**src/rtl/board_scanner_if.sv**
```systemverilog
// rtl/board_scanner_if.sv - board scanner request/result and memory read bundle
interface board_scanner_if #(
  parameter int ROWS   = 20,
  parameter int COLS   = 10,
  parameter int ADDR_W = 5
);
  logic              start;
  logic [COLS-1:0]   rd_data;
  logic [ADDR_W-1:0] address;
  logic              rd_en;
  logic              busy;
  logic              done;
  logic [ROWS-1:0]   full_mask;
  logic [ADDR_W-1:0] full_count;
  logic [ADDR_W-1:0] top_row;
  logic              overflow;

  // The scanner itself.
  modport slave (
    input  start, rd_data,
    output address, rd_en, busy, done, full_mask, full_count, top_row, overflow
  );

  // Control FSM plus board memory side.
  modport master (
    output start, rd_data,
    input  address, rd_en, busy, done, full_mask, full_count, top_row, overflow
  );
endinterface

```
**src/rtl/board_scanner.sv**
```systemverilog
// rtl/board_scanner.sv - scans board rows for full lines, top occupied row and overflow
module board_scanner #(
  parameter int ROWS   = 20,
  parameter int COLS   = 10,
  parameter int ADDR_W = 5
) (
  input  logic            clk,
  input  logic            reset,
  board_scanner_if.slave  bus
);

  typedef enum logic [1:0] {
    IDLE,
    SCAN,
    DRAIN,
    DONE
  } state_t;

  localparam logic [ADDR_W-1:0] LAST_ROW  = ADDR_W'(ROWS - 1);
  localparam logic [ADDR_W-1:0] NUM_ROWS  = ADDR_W'(ROWS);
  localparam logic [ROWS-1:0]   MASK_ONE  = ROWS'(1);

  state_t            r_state;
  state_t            w_state_next;

  logic [ADDR_W-1:0] r_address;
  logic              r_rd_en;
  logic              r_busy;
  logic              r_done;

  // Read-qualifier pipeline: rd_data belongs to the address issued one cycle earlier.
  logic              r_rd_v;
  logic [ADDR_W-1:0] r_rd_a;

  logic [ROWS-1:0]   r_full_mask;
  logic [ADDR_W-1:0] r_full_count;
  logic [ADDR_W-1:0] r_top_row;
  logic              r_overflow;

  logic              w_start_accept;
  logic              w_last_addr;
  logic              w_row_full;
  logic              w_row_any;

  assign w_start_accept = (r_state == IDLE) && bus.start;
  assign w_last_addr    = (r_address == LAST_ROW);
  // Only an exact all-ones row is full; any unknown bit makes the compare fail.
  assign w_row_full     = (bus.rd_data == {COLS{1'b1}});
  assign w_row_any      = (bus.rd_data != '0);

  // State register.
  always_ff @(posedge clk or posedge reset) begin
    if (reset) begin
      r_state <= IDLE;
    end else begin
      r_state <= w_state_next;
    end
  end

  // Next-state logic: start is only looked at in IDLE, so a start while busy is dropped.
  always_comb begin
    w_state_next = r_state;
    case (r_state)
      IDLE:    if (bus.start) w_state_next = SCAN;
      SCAN:    if (w_last_addr) w_state_next = DRAIN;
      DRAIN:   w_state_next = DONE;
      DONE:    w_state_next = IDLE;
      default: w_state_next = IDLE;
    endcase
  end

  // Registered address/strobe and handshake outputs.
  always_ff @(posedge clk or posedge reset) begin
    if (reset) begin
      r_address <= '0;
      r_rd_en   <= 1'b0;
      r_busy    <= 1'b0;
      r_done    <= 1'b0;
    end else begin
      case (r_state)
        IDLE: begin
          if (bus.start) begin
            r_address <= '0;
            r_rd_en   <= 1'b1;
            r_busy    <= 1'b1;
          end
        end
        SCAN: begin
          if (w_last_addr) begin
            r_rd_en   <= 1'b0;
            r_address <= '0;
          end else begin
            r_address <= r_address + 1'b1;
          end
        end
        DRAIN: begin
          r_done <= 1'b1;
        end
        DONE: begin
          r_done <= 1'b0;
          r_busy <= 1'b0;
        end
        default: begin
          r_rd_en <= 1'b0;
          r_busy  <= 1'b0;
          r_done  <= 1'b0;
        end
      endcase
    end
  end

  // Delay strobe and address by one cycle to line up with returning rd_data.
  always_ff @(posedge clk or posedge reset) begin
    if (reset) begin
      r_rd_v <= 1'b0;
      r_rd_a <= '0;
    end else begin
      r_rd_v <= r_rd_en;
      r_rd_a <= r_address;
    end
  end

  // Result accumulation: cleared when a scan is accepted, updated per returned row.
  always_ff @(posedge clk or posedge reset) begin
    if (reset) begin
      r_full_mask  <= '0;
      r_full_count <= '0;
      r_top_row    <= NUM_ROWS;
      r_overflow   <= 1'b0;
    end else if (w_start_accept) begin
      r_full_mask  <= '0;
      r_full_count <= '0;
      r_top_row    <= NUM_ROWS;
      r_overflow   <= 1'b0;
    end else if (r_rd_v) begin
      if (w_row_full) begin
        r_full_mask <= r_full_mask | (MASK_ONE << r_rd_a);
        if (r_full_count != NUM_ROWS) begin
          r_full_count <= r_full_count + 1'b1;
        end
      end
      // Rows arrive top-first, so the first non-empty row seen is the highest one.
      if (w_row_any && (r_top_row == NUM_ROWS)) begin
        r_top_row <= r_rd_a;
      end
      if (w_row_any && (r_rd_a == '0)) begin
        r_overflow <= 1'b1;
      end
    end
  end

  assign bus.address    = r_address;
  assign bus.rd_en      = r_rd_en;
  assign bus.busy       = r_busy;
  assign bus.done       = r_done;
  assign bus.full_mask  = r_full_mask;
  assign bus.full_count = r_full_count;
  assign bus.top_row    = r_top_row;
  assign bus.overflow   = r_overflow;

endmodule

```
**src/flat_wrapper.sv**
```systemverilog
// flat-port wrapper written by rule: the top's interface ports become plain ports
module board_scanner_flat 
#(
  parameter int ROWS   = 20,
  parameter int COLS   = 10,
  parameter int ADDR_W = 5
)
  (clk, reset, bus_start, bus_rd_data, bus_address, bus_rd_en, bus_busy, bus_done, bus_full_mask, bus_full_count, bus_top_row, bus_overflow);
  board_scanner_if #(.ROWS(ROWS), .COLS(COLS), .ADDR_W(ADDR_W)) bus_i ();
  input  logic clk;
  input  logic reset;
  input wire logic [$bits(bus_i.start)-1:0] bus_start;
  input wire logic [$bits(bus_i.rd_data)-1:0] bus_rd_data;
  output wire logic [$bits(bus_i.address)-1:0] bus_address;
  output wire logic [$bits(bus_i.rd_en)-1:0] bus_rd_en;
  output wire logic [$bits(bus_i.busy)-1:0] bus_busy;
  output wire logic [$bits(bus_i.done)-1:0] bus_done;
  output wire logic [$bits(bus_i.full_mask)-1:0] bus_full_mask;
  output wire logic [$bits(bus_i.full_count)-1:0] bus_full_count;
  output wire logic [$bits(bus_i.top_row)-1:0] bus_top_row;
  output wire logic [$bits(bus_i.overflow)-1:0] bus_overflow;
  assign bus_i.start = bus_start;
  assign bus_i.rd_data = bus_rd_data;
  assign bus_address = bus_i.address;
  assign bus_rd_en = bus_i.rd_en;
  assign bus_busy = bus_i.busy;
  assign bus_done = bus_i.done;
  assign bus_full_mask = bus_i.full_mask;
  assign bus_full_count = bus_i.full_count;
  assign bus_top_row = bus_i.top_row;
  assign bus_overflow = bus_i.overflow;
  board_scanner #(.ROWS(ROWS), .COLS(COLS), .ADDR_W(ADDR_W)) u_core (.clk(clk), .reset(reset), .bus(bus_i));
endmodule
```
**config.mk**
```make
export PLATFORM = sky130hd
export DESIGN_NAME = board_scanner_flat
export DESIGN_NICKNAME = d
export VERILOG_FILES = /design/src/rtl/board_scanner_if.sv /design/src/rtl/board_scanner.sv /design/src/flat_wrapper.sv
export SDC_FILE = /design/constraint.sdc
export NUM_CORES = 1
export LEC_CHECK = 0
export ABC_CLOCK_PERIOD_IN_PS = 3750
export CAP_MARGIN = 20
export CORE_MARGIN = 3
export CORE_UTILIZATION = 50
export DETAILED_ROUTE_END_ITERATION = 8
export GPL_TIMING_DRIVEN = 1
export HOLD_SLACK_MARGIN = 0.15
export PLACE_DENSITY = 0.85
export SYNTH_ARGS = -nofsm -noshare
export SYNTH_HDL_FRONTEND = slang
export SYNTH_SLANG_ARGS = --single-unit
```
**constraint.sdc**
```tcl
create_clock -name clk -period 3.75 [get_ports clk]
set_input_delay 0.9375 -clock clk [delete_from_list [all_inputs] [get_ports clk]]
set_output_delay 0.9375 -clock clk [all_outputs]
set_load 0.05 [all_outputs]
```
==> results.txt <==
status - finished clean
Critical Path Sink Type - flop
TritonRoute pass-1 iters - 4
die area - 0.005001 mm²
area leader, netlist - dfrtp_1
final antenna diode count - 0
final WL - 4579 µm
post-synthesis cell area - 0.002095 mm²
fin crit period - 2.626 ns
met1 Usage GRT - 0.2514
Worst Hold Class - flop to flop
Syn. warnings - 0
Crit. Startpoint - bus_rd_data[8]
FFs w/ async S/R, synth - 1.000
Initial Util - 0.5435
die height - 70.72 µm
cts repair resizes - 0
first-pass GRT wire length - 7838 µm
Worst-path clk slew - 0.08 ns
largest net degree at the start of global routing - 30
Via-to-Cell Ratio - 5.568
Final Hold Fails - 0
HPWL Detailed - 3471 µm
critical path startpoint category - input pin
clk_lat worst skew - 0.29 ns
reg2reg end - u_core.bus.full_count[2]$_DFFE_PP0P_
VDD IR max - 0.0005422 V
Worst Tran Pin Value - 0.7091 ns
# fillers - 296
Pleak - 1.236 nW
CTS Buffer Depth - 2
unrepaired setup endpoints after global routing - false
leading cell type in the layout, fill and taps excluded - clkdlybuf4s50_1
most used routing layer - met2
sequential area share after synthesis - 0.5627
H-tree Lvls - 2
worst-path maximum fanout - 6
Max Freq - 0.3808 GHz
placed cell area - 0.002668 mm²
hold_buf cts - 0
# nets final - 276
largest stage delay on the critical path - 0.68 ns
total gr overflow - 0
Pwr Density - 574.1 mW/mm²
setup slack, reg-to-reg - 1.75 ns
most frequent cells in the layout - clkdlybuf4s50_1, dfrtp_1, nor2_1
crit path max-delay cell type - or4_1
Max-slew headroom - 0.5229
area grow syn2layout - 32.32%
number of I/O pins - 52
die width - 70.72 µm
met2 Resource Use GR - 0.3223
worst endpoint required time - 3.96 ns
Via Count - 1687
Reg area - 0.001179 mm²
DRT iter0 DRCs - 94
Synth top area share - 0.5376
post-CTS setup buffer count - 0
GPL Wtd Cong - 0.7705
EDFF count, synth - 0
vias in the first global route - 1693
clk_skew - 0.007500 ns
DRC - 0
critical path class - input pin to flop
ys flop type - dfrtp_1
initial antenna violation count - 0
M3 GR Usage - 0.05682
clock sink total - 47
worst setup path end - u_core.bus.full_count[2]$_DFFE_PP0P_
Root Buffer - clkbuf_8
final setup violation count - 0
Yosys reg bits - 47
Core Area - 0.003854 mm²
I/O Buffers - 51
syn_nets - 220
critical path, cell by cell - clkdlybuf4s50_1 -> nand4_1 -> or4_1 -> or3_1 -> a21oi_1
Sum Neg Setup Slack - 0 ns
Crit path arrival time - 2.84 ns
share of layout cells above drive strength 1 - 0.06667
area of the multi-input gates - 858.3 µm²
reg2reg start - u_core.bus.full_count[0]$_DFFE_PP0P_
total CTS buffers - 5
Synth cell types - 33
Final period util - 0.7003
Antenna Nets Post-Route - 0
aggregate global-route resource usage - 0.1948
final slew viol count - 0
Final Instance Area - 0.002771 mm²
CTS tree - built
Reg2Reg Depth - 6
Avg Inst Size Synth - 10.53 µm²
Core Rows - 22
maxcap violations - 0
Area contributors post-synth - dfrtp_1, nor2_1, ha_1
Avg WL per Cell - 15.11 µm
synthesized netlist cell count - 199
==> synth_stat cells (3+ instances only) <==
cell type / number
a21oi_1: 14
a41oi_1: 6
nand2_1: 10
and4b_1: 3
dfrtp_1: 45
a22o_1: 8
inv_1: 8
o21ai_0: 11
nor3_1: 4
nor2_1: 29
mux2i_1: 4
or3_1: 3
nand3_1: 6
nor4_1: 5
ha_1: 8
nand2b_1: 4
clkbuf_1: 6
==> logic make-up after synthesis <==
group                    Yosys count  share of synthesized area
buffers and inverters             15                    0.02748
adder cells (fa/ha/maj)            8                    0.04779
AO/OA/AOI/OAI                     44                     0.1362
XOR/XNOR                           1                   0.004182
multiplexers                       5                    0.02449
flip-flops                        47                     0.5627
AND/OR/NAND/NOR                   79                     0.1971
==> power by group <==
part	total [mW]	switching (mW)	internal, mW	leakage, nW
Clock	0.279	0.150	0.128	0.0383
Sequential	0.684	0.0884	0.595	0.629
Combinational	0.629	0.399	0.229	0.568
Total	1.59	0.638	0.953	1.24
==> metal layers <==
metal,share of wire,vias up,wire length [µm]
met5,0,-,0
met4,0.017,0,76
met3,0.042,11,193
met2,0.51,37,2323
met1,0.43,816,1986
li1,-,823,-
==> registers in the layout (all words and copies together), names as in the netlist <==
signal,count
u_core.r_rd_a,5
u_core.bus.full_mask,20
u_core.bus.busy,1
u_core.bus.rd_en,1
u_core.r_state,2
u_core.r_rd_v,1
u_core.bus.full_count,5
u_core.bus.address,5
u_core.bus.top_row,5
u_core.bus.overflow,1
u_core.bus.done,1
==> critical path: cells and delay by family <==
family                 cells  cell delay (ns)
AO/OA/AOI/OAI              1             0.17
AND/OR/NAND/NOR            3             1.24
buffers and inverters      1             0.49
==> per-stage QoR <==
step                hold slack (ns)    util  power [mW]  setup WS [ns]  instances
floorplan                    0.5339       -       1.123          1.437        199
global placement             0.4267  0.6922       1.310         0.9031        295
detailed placement           0.4285  0.6922       1.321         0.8241        295
CTS                          0.4497  0.7120       1.600          1.138        302
global route                 0.4696  0.7192       1.696          1.060        303
finish                       0.4540  0.7192       1.591          1.124        303
==> worst min-delay path by stage <==
| stage | from | end | cells past startpoint |
|---|---|---|---|
| final | u_core.bus.rd_en$_DFFE_PP0P_ | u_core.r_rd_v$_DFF_PP0_ | 0 |
| after detailed placement | u_core.bus.rd_en$_DFFE_PP0P_ | u_core.r_rd_v$_DFF_PP0_ | 0 |
| after floorplan | u_core.r_state[1]$_DFFE_PP0P_ | u_core.r_state[1]$_DFFE_PP0P_ | 1 |
| after CTS | u_core.bus.rd_en$_DFFE_PP0P_ | u_core.r_rd_v$_DFF_PP0_ | 0 |
| after global routing | u_core.bus.rd_en$_DFFE_PP0P_ | u_core.r_rd_v$_DFF_PP0_ | 0 |
| after global placement | u_core.bus.rd_en$_DFFE_PP0P_ | u_core.r_rd_v$_DFF_PP0_ | 0 |
==> final cells by class <==
class                      instances  area share
inverter                           8     0.01084
multi-input combinational        137      0.3097
tap                               48     0.02167
clock buffer                       7     0.02754
timing repair buffer              56      0.2050
sequential                        47      0.4253
No activity file was read; power rests on OpenSTA's default activity.
